File: src/rtl/bw_signed_divider.sv
// Sequential signed divider: 2N-bit dividend by N-bit divisor via unsigned restoring
// division on magnitudes, followed by a single sign/flag fix-up cycle.
module bw_signed_divider #(
    parameter int N = 4
) (
    input  logic           clk,
    input  logic           rst_n,
    input  logic           in_valid,
    output logic           in_ready,
    input  logic [2*N-1:0] dividend,
    input  logic [N-1:0]   divisor,
    output logic           out_valid,
    input  logic           out_ready,
    output logic [N-1:0]   quotient,
    output logic [N-1:0]   remainder,
    output logic           ovf,
    output logic           dbz
);
    // Handshakes: a transfer happens on a rising edge where valid and ready are both 1;
    // in_ready is high only in IDLE, and out_valid stays high with stable outputs until out_ready.
    localparam logic [1:0] S_IDLE = 2'd0;
    localparam logic [1:0] S_CALC = 2'd1;
    localparam logic [1:0] S_FIX  = 2'd2;
    localparam logic [1:0] S_DONE = 2'd3;

    localparam int              CW        = $clog2(2 * N) + 1;
    localparam logic [CW-1:0]   LAST_ITER = CW'(2 * N - 1);

    logic [1:0]     state_q, state_d;
    logic [2*N-1:0] dvd_q, dvd_d;
    logic [N-1:0]   dvs_q, dvs_d;
    logic [N-1:0]   dvd_lo_q, dvd_lo_d;
    logic           dvd_neg_q, dvd_neg_d;
    logic           dvs_neg_q, dvs_neg_d;
    logic           zero_q, zero_d;
    logic [N:0]     rem_q, rem_d;
    logic [2*N-1:0] quo_q, quo_d;
    logic [CW-1:0]  cnt_q, cnt_d;
    logic [N-1:0]   quotient_q, quotient_d;
    logic [N-1:0]   remainder_q, remainder_d;
    logic           ovf_q, ovf_d;
    logic           dbz_q, dbz_d;
    logic           out_valid_q, out_valid_d;

    logic [N:0]     r_shift;
    logic [N:0]     trial;
    logic [2*N:0]   q_fix;
    logic [N-1:0]   r_fix;
    logic           q_fits;

    always_comb begin
        r_shift = {rem_q[N-1:0], dvd_q[2*N-1]};
        trial   = r_shift - {1'b0, dvs_q};
        // One extra bit keeps +2^(2N-1) (e.g. -128 / -1) distinguishable from its negation.
        q_fix   = (dvd_neg_q ^ dvs_neg_q) ? -{1'b0, quo_q} : {1'b0, quo_q};
        r_fix   = dvd_neg_q ? -rem_q[N-1:0] : rem_q[N-1:0];
        q_fits  = (&q_fix[2*N:N-1]) | ~(|q_fix[2*N:N-1]);

        state_d     = state_q;
        dvd_d       = dvd_q;
        dvs_d       = dvs_q;
        dvd_lo_d    = dvd_lo_q;
        dvd_neg_d   = dvd_neg_q;
        dvs_neg_d   = dvs_neg_q;
        zero_d      = zero_q;
        rem_d       = rem_q;
        quo_d       = quo_q;
        cnt_d       = cnt_q;
        quotient_d  = quotient_q;
        remainder_d = remainder_q;
        ovf_d       = ovf_q;
        dbz_d       = dbz_q;
        out_valid_d = out_valid_q;

        case (state_q)
            S_IDLE: begin
                if (in_valid) begin
                    dvd_d     = dividend[2*N-1] ? -dividend : dividend;
                    dvs_d     = divisor[N-1] ? -divisor : divisor;
                    dvd_lo_d  = dividend[N-1:0];
                    dvd_neg_d = dividend[2*N-1];
                    dvs_neg_d = divisor[N-1];
                    zero_d    = (divisor == '0);
                    rem_d     = '0;
                    quo_d     = '0;
                    cnt_d     = '0;
                    state_d   = S_CALC;
                end
            end
            S_CALC: begin
                dvd_d = {dvd_q[2*N-2:0], 1'b0};
                if (!trial[N]) begin
                    rem_d = trial;
                    quo_d = {quo_q[2*N-2:0], 1'b1};
                end else begin
                    rem_d = r_shift;
                    quo_d = {quo_q[2*N-2:0], 1'b0};
                end
                cnt_d = cnt_q + 1'b1;
                if (cnt_q == LAST_ITER) state_d = S_FIX;
            end
            S_FIX: begin
                if (zero_q) begin
                    quotient_d  = '1;
                    remainder_d = dvd_lo_q;
                    ovf_d       = 1'b0;
                    dbz_d       = 1'b1;
                end else begin
                    quotient_d  = q_fix[N-1:0];
                    remainder_d = r_fix;
                    ovf_d       = ~q_fits;
                    dbz_d       = 1'b0;
                end
                out_valid_d = 1'b1;
                state_d     = S_DONE;
            end
            default: begin
                if (out_ready) begin
                    out_valid_d = 1'b0;
                    state_d     = S_IDLE;
                end
            end
        endcase
    end

    always_ff @(posedge clk) begin
        if (!rst_n) begin
            state_q     <= S_IDLE;
            dvd_q       <= '0;
            dvs_q       <= '0;
            dvd_lo_q    <= '0;
            dvd_neg_q   <= 1'b0;
            dvs_neg_q   <= 1'b0;
            zero_q      <= 1'b0;
            rem_q       <= '0;
            quo_q       <= '0;
            cnt_q       <= '0;
            quotient_q  <= '0;
            remainder_q <= '0;
            ovf_q       <= 1'b0;
            dbz_q       <= 1'b0;
            out_valid_q <= 1'b0;
        end else begin
            state_q     <= state_d;
            dvd_q       <= dvd_d;
            dvs_q       <= dvs_d;
            dvd_lo_q    <= dvd_lo_d;
            dvd_neg_q   <= dvd_neg_d;
            dvs_neg_q   <= dvs_neg_d;
            zero_q      <= zero_d;
            rem_q       <= rem_d;
            quo_q       <= quo_d;
            cnt_q       <= cnt_d;
            quotient_q  <= quotient_d;
            remainder_q <= remainder_d;
            ovf_q       <= ovf_d;
            dbz_q       <= dbz_d;
            out_valid_q <= out_valid_d;
        end
    end

    assign in_ready  = (state_q == S_IDLE);
    assign out_valid = out_valid_q;
    assign quotient  = quotient_q;
    assign remainder = remainder_q;
    assign ovf       = ovf_q;
    assign dbz       = dbz_q;

endmodule

File: config.mk
export PLATFORM = sky130hd
export DESIGN_NAME = bw_signed_divider
export DESIGN_NICKNAME = d
export VERILOG_FILES = /design/src/rtl/bw_signed_divider.sv
export SDC_FILE = /design/constraint.sdc
export NUM_CORES = 1
export LEC_CHECK = 0
export ABC_CLOCK_PERIOD_IN_PS = 3850
export BUFFER_PORTS_ARGS = -buffer_cell sky130_fd_sc_hd__buf_2
export CAP_MARGIN = 5
export CORE_ASPECT_RATIO = 1.25
export CORE_MARGIN = 2
export CORE_UTILIZATION = 52
export CTS_CLUSTER_DIAMETER = 120
export DETAILED_ROUTE_END_ITERATION = 6
export PLACE_DENSITY = 0.72
export SLEW_MARGIN = 10
export SYNTH_ARGS = -nofsm -noshare
export SYNTH_HDL_FRONTEND = slang
export SYNTH_SLANG_ARGS = --single-unit
File: constraint.sdc
create_clock -name clk -period 3.85 [get_ports clk]
set_input_delay 0.1925 -clock clk [delete_from_list [all_inputs] [get_ports clk]]
set_output_delay 0.1925 -clock clk [all_outputs]
set_load 0.005 [all_outputs]
==> impl_metrics.tcl, run 1 <==
set metrics [dict create \
    synthTopCellsByArea "dfxtp_1, ha_1, nand2_1" \
    reg2reg_slack_ps 1750 \
    core_um2 4765 \
    clk_latency_ps 290 \
    fmax_mhz 475.9 \
    diodes 0 \
    synth_area_um2 2570 \
    drt-wirelength-per-cell_um 13.76 \
    startpoint_type "register" \
    post-cts-setup-buffers 0 \
    grt_pass1_wl_um 9177 \
    ys_seq_elements 48 \
    nets 361 \
    drt-pass1-iter-count 4 \
    tns_ps 0 \
    cts_buffers 5 \
    antenna_found_initial 0 \
    irDropWorstVdd_mv 0.3204 \
    cts.path.max_buffers 2 \
    synth_cells 315 \
    synth_cell_type_count 48 \
    postCtsResizedCells 0 \
    synth_area_leader_cell "dfxtp_1" \
    synth_top_area_share_pct 37.39 \
    synth_edf_count 0 \
    reg2reg_depth 6 \
    vias_per_cell 5.673 \
    overflow 0 \
    hold_slack_ps 154.4 \
    crit_start "state_q[1]$_SDFFE_PN0P_" \
    arrival_ps 2320 \
    grt_max_degree 38 \
    rsz0062_at_grt "false" \
    grt_use_total_pct 21.56 \
    async_reset_ff_share_pct 0 \
    drt-total-wl_um 5393 \
    endpoint "quo_q[0]$_SDFFE_PN0P_" \
    num_io_pins 28 \
    synth_warnings 0 \
    port_buffers 27 \
    clk_pin_slew_ps 90 \
    fin_crit_sh_pct 54.57 \
    synth_commonest_cells "dfxtp_1, nand2_1, nor2_1" \
    clockRootBuffer "clkbuf_8" \
    crit_required_ps 4070 \
    critPathKind "reg -> reg" \
    rr_endpoint "quo_q[0]$_SDFFE_PN0P_" \
    postSynthAreaPerCell_um2 8.159 \
    h-tree-depth 2 \
    synth_nets 344 \
    cp_max_fo 24 \
    ys_seq_area_share_pct 37.39 \
    grt_pass1_vias 2042 \
    worstSetupEndpointType "register" \
    ys.flop_type "dfxtp_1" \
    cts.sinks 48 \
    min_path_type "in -> reg" \
    leakage_nw 1.087 \
    place_hpwl_um 3832 \
    tightest_slew_ps 692.6 \
    start_util_pct 53.94 \
    gp_congestion 0.8170 \
    drive_gt1_share_pct 10.84 \
    critPathSlowestCell "o21ai_1" \
    drtAntennaViolNets 0 \
    slew_headroom_pct 53.83 \
    hold_viol_final 0 \
    dieWidth_um 66.88 \
    r2r_start "state_q[1]$_SDFFE_PN0P_" \
    area_delta_synth_final_pct 8.325 \
    synth.most_common_cell "dfxtp_1" \
    worstPathCellList "inv_1 -> ha_1 -> o21ai_1 -> buf_4 -> nand2_1 -> a21oi_1" \
    hold_buffers 0 \
    max_stage_delay_ps 640 \
    finalSetupViolCount 0 \
    die_area_um2 5524 \
    max_cap_violations 0 \
    dr_total_vias 2224 \
    clock-skew-final_ps 5.342 \
    fin_crit_ps 2101 \
    rows 28 \
    p_per_area_nw_per_um2 579.2 \
    die_h_um 82.60 \
    cts_tree "done" \
    route.detailed.drc 0 \
    drt_iter0_drc 151 \
    report.final.slew_viol_count 0 \
    outcome "finished, final reports clean" \
]
==> logic make-up (layout without fill, tap and decap cells) <==
group           Yosys count  count (layout)  share of synthesized area [%]
compound gates           75              75                          19.52
xor+xnor                  9               9                          3.067
flops                    48              48                          37.39
mux                      10              10                          3.895
fa+ha+maj                13              13                          6.621
simple gates            122             122                          23.42
buf+inv                  38              55                          6.085
==> worst max-delay path: cells and delay by family, from the launching register on <==
kind,cells,cell delay [ps]
DFF,1,360
AOI/OAI and AO/OA,2,770
and+or+nand+nor,1,80
adders and majority gates,1,420
buffers and inverters,2,400
==> state kept, by name, summed over array words and instances (netlist names), 2 cells and up <==
signal	cells
dvd_q	8
state_q	2
quo_q	8
dvd_lo_q	4
cnt_q	4
rem_q	4
quotient	4
remainder	4
dvs_q	4
==> routing by layer <==
metal | track usage (%) | vias up | routed length, µm
li1 | - | 1141 | -
met1 | 27.38 | 1035 | 2463
met2 | 36.10 | 40 | 2612
met3 | 4.201 | 8 | 199
met4 | 8.163 | 0 | 117
met5 | 0 | - | 0
==> cells in the final DEF, fill, tap and decap left out, drive strengths merged, types with 2 or more instances in the layout <==
master   instances
dfxtp           48
nor2            32
nand2           32
buf             28
a21oi           20
inv             20
nand3           13
ha              12
a22oi           11
o21ai           11
mux2i           10
nand2b           9
xnor2            9
o211ai           7
nor3             6
a211oi           6
clkbuf           6
nand3b           5
and2             5
nor2b            4
a31oi            4
nor3b            3
o31ai            3
or4              3
nand4            2
and3             2
a311oi           2
or3              2
a22o             2
a2111oi          2
==> per-stage QoR <==
step / cells / power (mW) / setup slack (ps) / area [µm²] / utilization [%]
2_1_floorplan: 315 / 1.184 / 2063 / 2570 / -
3_3_place_gp: 385 / 1.327 / 1848 / 2706 / 56.80
3_5_place_dp: 385 / 1.338 / 1780 / 2706 / 56.80
4_1_cts: 392 / 1.624 / 1757 / 2784 / 58.43
5_1_grt: 392 / 1.746 / 1572 / 2784 / 58.43
6_report: 392 / 1.612 / 1749 / 2784 / 58.43
==> report_power, final <==
part	internal (mW)	switching [mW]	total, mW	leakage, nW
clock	0.124	0.160	0.283	0.0410
sequential	0.591	0.0651	0.656	0.390
combinational	0.259	0.415	0.673	0.655
==> area by class of cell <==
cell class              instances  area [µm²]
repair buffers                 28       142.6
clock inverters                 1       5.005
fillers                       481        1981
inverters                      20       75.07
flip-flops and latches         48       960.9
well taps                      60       75.07
clock buffers                   6       72.57
multi-input cells             229        1453
==> worst min path at each step <==
stage	start	end	slack (ps)	cells after the start
floorplan	dividend[2]	dvd_lo_q[2]$_SDFFE_PN0P_	330	2
CTS	divisor[0]	dvs_q[0]$_SDFFE_PN0P_	140	3
detailed placement	dvd_q[2]$_SDFFE_PN0P_	dvd_q[2]$_SDFFE_PN0P_	440	2
global route	divisor[0]	dvs_q[0]$_SDFFE_PN0P_	160	3
global placement	dvd_q[3]$_SDFFE_PN0P_	dvd_q[3]$_SDFFE_PN0P_	440	2
finish	divisor[0]	dvs_q[0]$_SDFFE_PN0P_	150	3
No activity file was read; power rests on OpenSTA's default activity.
==> run 2: changes to the inputs <==
Settings changed: ABC_CLOCK_PERIOD_IN_PS 3850 to 2000.
Clock period 3.85 ns to 2 ns, I/O delays scaled along.
==> run 2 against run 1 <==
Effect of this change: sequential share of layout area down 0.68 points; global-route usage down 0.47 points; register-to-register slack worse by 1600 ps; worst hold slack worse by 94 ps; fmax up 12%; combinational power up 100%; sequential cell count unchanged; clock-buffer cell count unchanged; power up 96%.
==> impl_metrics.tcl, run 2 (synthesis results as in run 1) <==
set metrics [dict create \
    area_delta_synth_final_pct 10.52 \
    multi_input_area_um2 1456 \
    grt_max_degree 38 \
    area.sequential_um2 960.9 \
    postCtsResizedCells 0 \
    grt_use_total_pct 21.09 \
    p_per_area_nw_per_um2 1111 \
    critPathKind "reg -> reg" \
    reg2reg_slack_ps 120 \
    cts_buffers 5 \
    overflow 0 \
    irDropWorstVdd_mv 0.9019 \
    tightest_slew_ps 617.8 \
    dpl.cell_count 392 \
    antenna_found_initial 0 \
    reg_top3 "dvd_q (8), quo_q (8)" \
    place_hpwl_um 3984 \
    combPwrFrac_pct 43.2 \
    fmax_mhz 531.4 \
    power_frac_clock_pct 16.9 \
    die_area_um2 5524 \
    drt_iter0_drc 138 \
    holdPathStages 3 \
    post-cts-setup-buffers 0 \
    clk_latency_ps 290 \
    max_stage_delay_ps 520 \
    fin_crit_ps 1882 \
    crit_required_ps 2240 \
    drt-pass1-iter-count 4 \
    rr_endpoint "rem_q[2]$_SDFFE_PN0P_" \
    worstSetupEndpointType "register" \
    critPathSlowestCell "or4_1" \
    h-tree-depth 2 \
    num_io_pins 28 \
    internal_power_mw 1.927 \
    clk_pin_slew_ps 80 \
    max_cap_violations 0 \
    drt-total-wl_um 5284 \
    cp_num_buf_inv 2 \
    core_um2 4765 \
    clockRootBuffer "clkbuf_8" \
    grt_pass1_wl_um 8997 \
    holdPathEnd "dvs_q[0]$_SDFFE_PN0P_" \
    drt-wirelength-per-cell_um 13.24 \
    hold_buffers 0 \
    slew_headroom_pct 58.75 \
    drive_gt1_share_pct 12.98 \
    vias_per_cell 5.637 \
    arrival_ps 2120 \
    tns_ps 0 \
    leakage_nw 1.121 \
    dieWidth_um 66.88 \
    power_frac_seq_pct 39.9 \
    path_delay_family "simple AND/OR/NAND/NOR gates" \
    die_h_um 82.60 \
    fin_crit_sh_pct 94.09 \
    route.detailed.drc 0 \
    min_path_type "in -> reg" \
    nets 368 \
    reg2reg_depth 8 \
    cts.sinks 48 \
    switching_share_pct 38.93 \
    port_buffers 27 \
    fin_cells 399 \
    hold_viol_final 0 \
    outcome "finished, final reports clean" \
    r2r_start "dvd_q[7]$_SDFFE_PN0P_" \
    worstPathCellList "inv_1 -> ha_1 -> inv_1 -> fa_1 -> nand3_1 -> a21oi_2 -> or4_1 -> nand3_1" \
    hold_start "divisor[0]" \
    start_util_pct 53.94 \
    report.final.slew_viol_count 0 \
    cts.path.max_buffers 2 \
    rows 28 \
    grt_pass1_vias 2018 \
    cts_tree "done" \
    dr_total_vias 2249 \
    drtAntennaViolNets 0 \
    clock-skew-final_ps 9.766 \
    p_sw_mw 1.229 \
    startpoint_type "register" \
    finalSetupViolCount 0 \
    rsz0062_at_grt "false" \
    diodes 0 \
    gp_congestion 0.8966 \
    layout_common_cells "dfxtp_1, nor2_1, nand2_1, buf_2" \
    n_fill_cell 474 \
    cp_max_fo 7 \
    layout_commonest_cell "dfxtp_1" \
]
run 2: stage by stage:
step	worst slack (ps)	hold slack (ps)	cell area, µm²	util [%]	total power, mW
6_report	118.2	60.11	2840	59.61	3.156
5_1_grt	9.485	81.46	2840	59.61	3.443
4_1_cts	62.79	56.56	2836	59.53	3.177
3_5_place_dp	72.47	371.2	2759	57.90	2.640
3_3_place_gp	147.6	371.3	2759	57.90	2.625
2_1_floorplan	212.6	236.0	2570	-	2.280
run 2: per-layer routing:
layer  vias to the layer above  GRT usage, %  share of wire, %
li1                       1157             -                 -
met1                      1061         25.91                45
met2                        24         38.00                51
met3                         7         3.794               2.5
met4                         0         5.102               1.5
met5                         -             0                 0
run 2: worst reg2reg max path, stage by stage, from the launching register on:
cell	delay [ps]
dfxtp_1	330
inv_1	60
ha_1	150
inv_1	50
fa_1	390
nand3_1	140
a21oi_2	110
or4_1	520
nand3_1	80
run 2: worst max path at each step:
stage | from | end | slack (ps) | depth (start not counted)
2_1_floorplan | dvd_q[7]$_SDFFE_PN0P_ | rem_q[2]$_SDFFE_PN0P_ | 210 | 8
3_3_place_gp | dvd_q[7]$_SDFFE_PN0P_ | rem_q[2]$_SDFFE_PN0P_ | 150 | 8
3_5_place_dp | dvd_q[7]$_SDFFE_PN0P_ | rem_q[2]$_SDFFE_PN0P_ | 70 | 8
4_1_cts | dvd_q[7]$_SDFFE_PN0P_ | rem_q[2]$_SDFFE_PN0P_ | 60 | 8
5_1_grt | dvd_q[7]$_SDFFE_PN0P_ | rem_q[2]$_SDFFE_PN0P_ | 9 | 8
6_report | dvd_q[7]$_SDFFE_PN0P_ | rem_q[2]$_SDFFE_PN0P_ | 120 | 8
run 2: area by class of cell:
| type | count | area share (%) |
|---|---|---|
| multi-input combinational | 229 | 51.28 |
| clock buffer | 6 | 2.555 |
| sequential | 48 | 33.83 |
| tap | 60 | 2.643 |
| inverter | 20 | 2.643 |
| timing repair buffer | 35 | 6.872 |
| clock inverter | 1 | 0.1762 |
run 2: power groups by stage:
stage	clock network [mW]	registers (mW)	logic, mW
floorplan	0	1.25	1.03
global placement	0	1.28	1.35
detailed placement	0	1.28	1.36
CTS	0.551	1.26	1.37
global route	0.591	1.28	1.57
finish	0.533	1.26	1.36
==> run 3: changes to the inputs <==
Settings changed: CORE_UTILIZATION 52 to 58, PLACE_DENSITY 0.72 to 0.79.
==> run 3 against run 2 <==
Effect of this change: global-route usage increased by 4.0 points; sequential power about the same; sequential share of layout area is 0.77 points lower; cell count shrank 0.25%; critical path type unchanged.
==> impl_metrics.tcl, run 3 (synthesis results as in run 1) <==
set metrics [dict create \
    rows 27 \
    critPathKind "reg -> reg" \
    leakage_nw 1.152 \
    max_stage_delay_ps 470 \
    tns_ps 0 \
    die_h_um 78.43 \
    worstPathCellList "inv_1 -> ha_1 -> inv_1 -> fa_2 -> nand3_2 -> and3_2 -> or4_1 -> nand3_1" \
    place_hpwl_um 4102 \
    arrival_ps 2140 \
    clk_latency_ps 300 \
    dpl.cell_count 390 \
    fin_cells 398 \
    start_util_pct 59.43 \
    critPathSlowestCell "or4_1" \
    drtAntennaViolNets 0 \
    n_fill_cell 414 \
    fin_crit_ps 1884 \
    hold_buffers 0 \
    drive_gt1_share_pct 14.41 \
    hold_viol_final 0 \
    clockRootBuffer "clkbuf_8" \
    drt-total-wl_um 5573 \
    die_area_um2 4983 \
    core_um2 4324 \
    setup_slack_ps 116.1 \
    dieWidth_um 63.54 \
    finalSetupViolCount 0 \
    gp_congestion 0.9187 \
    overflow 0 \
    postCtsResizedCells 0 \
    crit_required_ps 2250 \
    num_io_pins 28 \
    cp_max_fo 7 \
    clock-skew-final_ps 7.406 \
    hold_slack_ps 77.21 \
    startpoint_type "register" \
    antenna_found_initial 0 \
    grt_pass1_vias 2286 \
    reg2reg_depth 8 \
    port_buffers 27 \
    area_delta_synth_final_pct 13.10 \
    vias_per_cell 5.749 \
    cts_buffers 5 \
    p_per_area_nw_per_um2 1211 \
    drt-pass1-iter-count 4 \
    cts.sinks 48 \
    layout_common_cells "dfxtp_1, nor2_1, nand2_1, buf_2" \
    drt_iter0_drc 131 \
    cts_tree "done" \
    worstSetupEndpointType "register" \
    cts.path.max_buffers 2 \
    dr_total_vias 2288 \
    outcome "finished, final reports clean" \
    rr_endpoint "rem_q[2]$_SDFFE_PN0P_" \
    rsz0062_at_grt "false" \
    slew_headroom_pct 57.69 \
    r2r_start "dvd_q[7]$_SDFFE_PN0P_" \
    power_mw 3.519 \
    reg2reg_slack_ps 120 \
    critical_path.most_common_cell "inv_1" \
    max_cap_violations 0 \
    drt-wirelength-per-cell_um 14.00 \
    post-cts-setup-buffers 0 \
    route.detailed.drc 0 \
    nets 368 \
    grt_use_total_pct 25.12 \
    fin_crit_sh_pct 94.20 \
    grt_pass1_wl_um 10030 \
    layout_commonest_cell "dfxtp_1" \
    min_path_type "in -> reg" \
    h-tree-depth 2 \
    crit_start "dvd_q[7]$_SDFFE_PN0P_" \
    irDropWorstVdd_mv 0.8674 \
    fmax_mhz 530.8 \
    clk_pin_slew_ps 100 \
    report.final.slew_viol_count 0 \
    tightest_slew_ps 633.7 \
    grt_max_degree 38 \
    pre_cts_ws_ps 62.11 \
    reg_top3 "dvd_q (8), quo_q (8)" \
    diodes 0 \
    endpoint "rem_q[2]$_SDFFE_PN0P_" \
]
==> run 3: changes by cell type in the layout (fill, tap and decap cells not counted), sizes merged <==
cell / previous run / this run
inv: 20 / 21
bufinv: 0 / 2
clkinv: 1 / 0
clkbuf: 6 / 5
==> run 3: per-stage QoR <==
step | area, µm² | util [%]
finish | 2907 | 67.22
global route | 2907 | 67.22
CTS | 2894 | 66.93
detailed placement | 2756 | 63.74
global placement | 2756 | 63.74
floorplan | 2570 | -
==> run 3: critical path: cells and delay by family, from the launching register on <==
kind,cells,cell delay [ps]
adders and majority gates,2,430
DFF,1,370
buffers and inverters,2,130
and+or+nand+nor,4,910
==> run 3: final cells by class <==
| cell class | instances | area, µm² | share of cell area [%] |
|---|---|---|---|
| Inverter | 20 | 75.07 | 2.583 |
| Clock inverter | 3 | 68.82 | 2.368 |
| Timing Repair Buffer | 35 | 195.2 | 6.715 |
| Multi-Input combinational cell | 229 | 1465 | 50.41 |
| Sequential cell | 48 | 960.9 | 33.06 |
| Clock buffer | 5 | 68.82 | 2.368 |
| Tap cell | 58 | 72.57 | 2.497 |
==> run 3: worst min-delay path by stage <==
stage / startpoint / to / slack (ps) / cells after the start
3_3_place_gp: divisor[0] / dvs_q[0]$_SDFFE_PN0P_ / 380 / 3
2_1_floorplan: dividend[2] / dvd_lo_q[2]$_SDFFE_PN0P_ / 240 / 2
4_1_cts: dividend[1] / dvd_lo_q[1]$_SDFFE_PN0P_ / 70 / 3
5_1_grt: dividend[1] / dvd_lo_q[1]$_SDFFE_PN0P_ / 90 / 3
6_report: dividend[1] / dvd_lo_q[1]$_SDFFE_PN0P_ / 80 / 3
3_5_place_dp: divisor[0] / dvs_q[0]$_SDFFE_PN0P_ / 380 / 3
==> run 3: power by group <==
part	switching [mW]	leakage, nW	total [mW]	internal, mW
Sequential	0.123	0.390	1.26	1.14
Combinational	0.837	0.693	1.41	0.574
Clock	0.345	0.0687	0.848	0.503
Total	1.30	1.15	3.52	2.21
==> run 3: per-layer routing <==
metal	track usage [%]	up-vias	routed length, µm
met1	30.57	1067	2441
met3	3.152	11	168
met5	0	-	0
met2	45.37	50	2876
met4	8.478	0	87
li1	-	1160	-
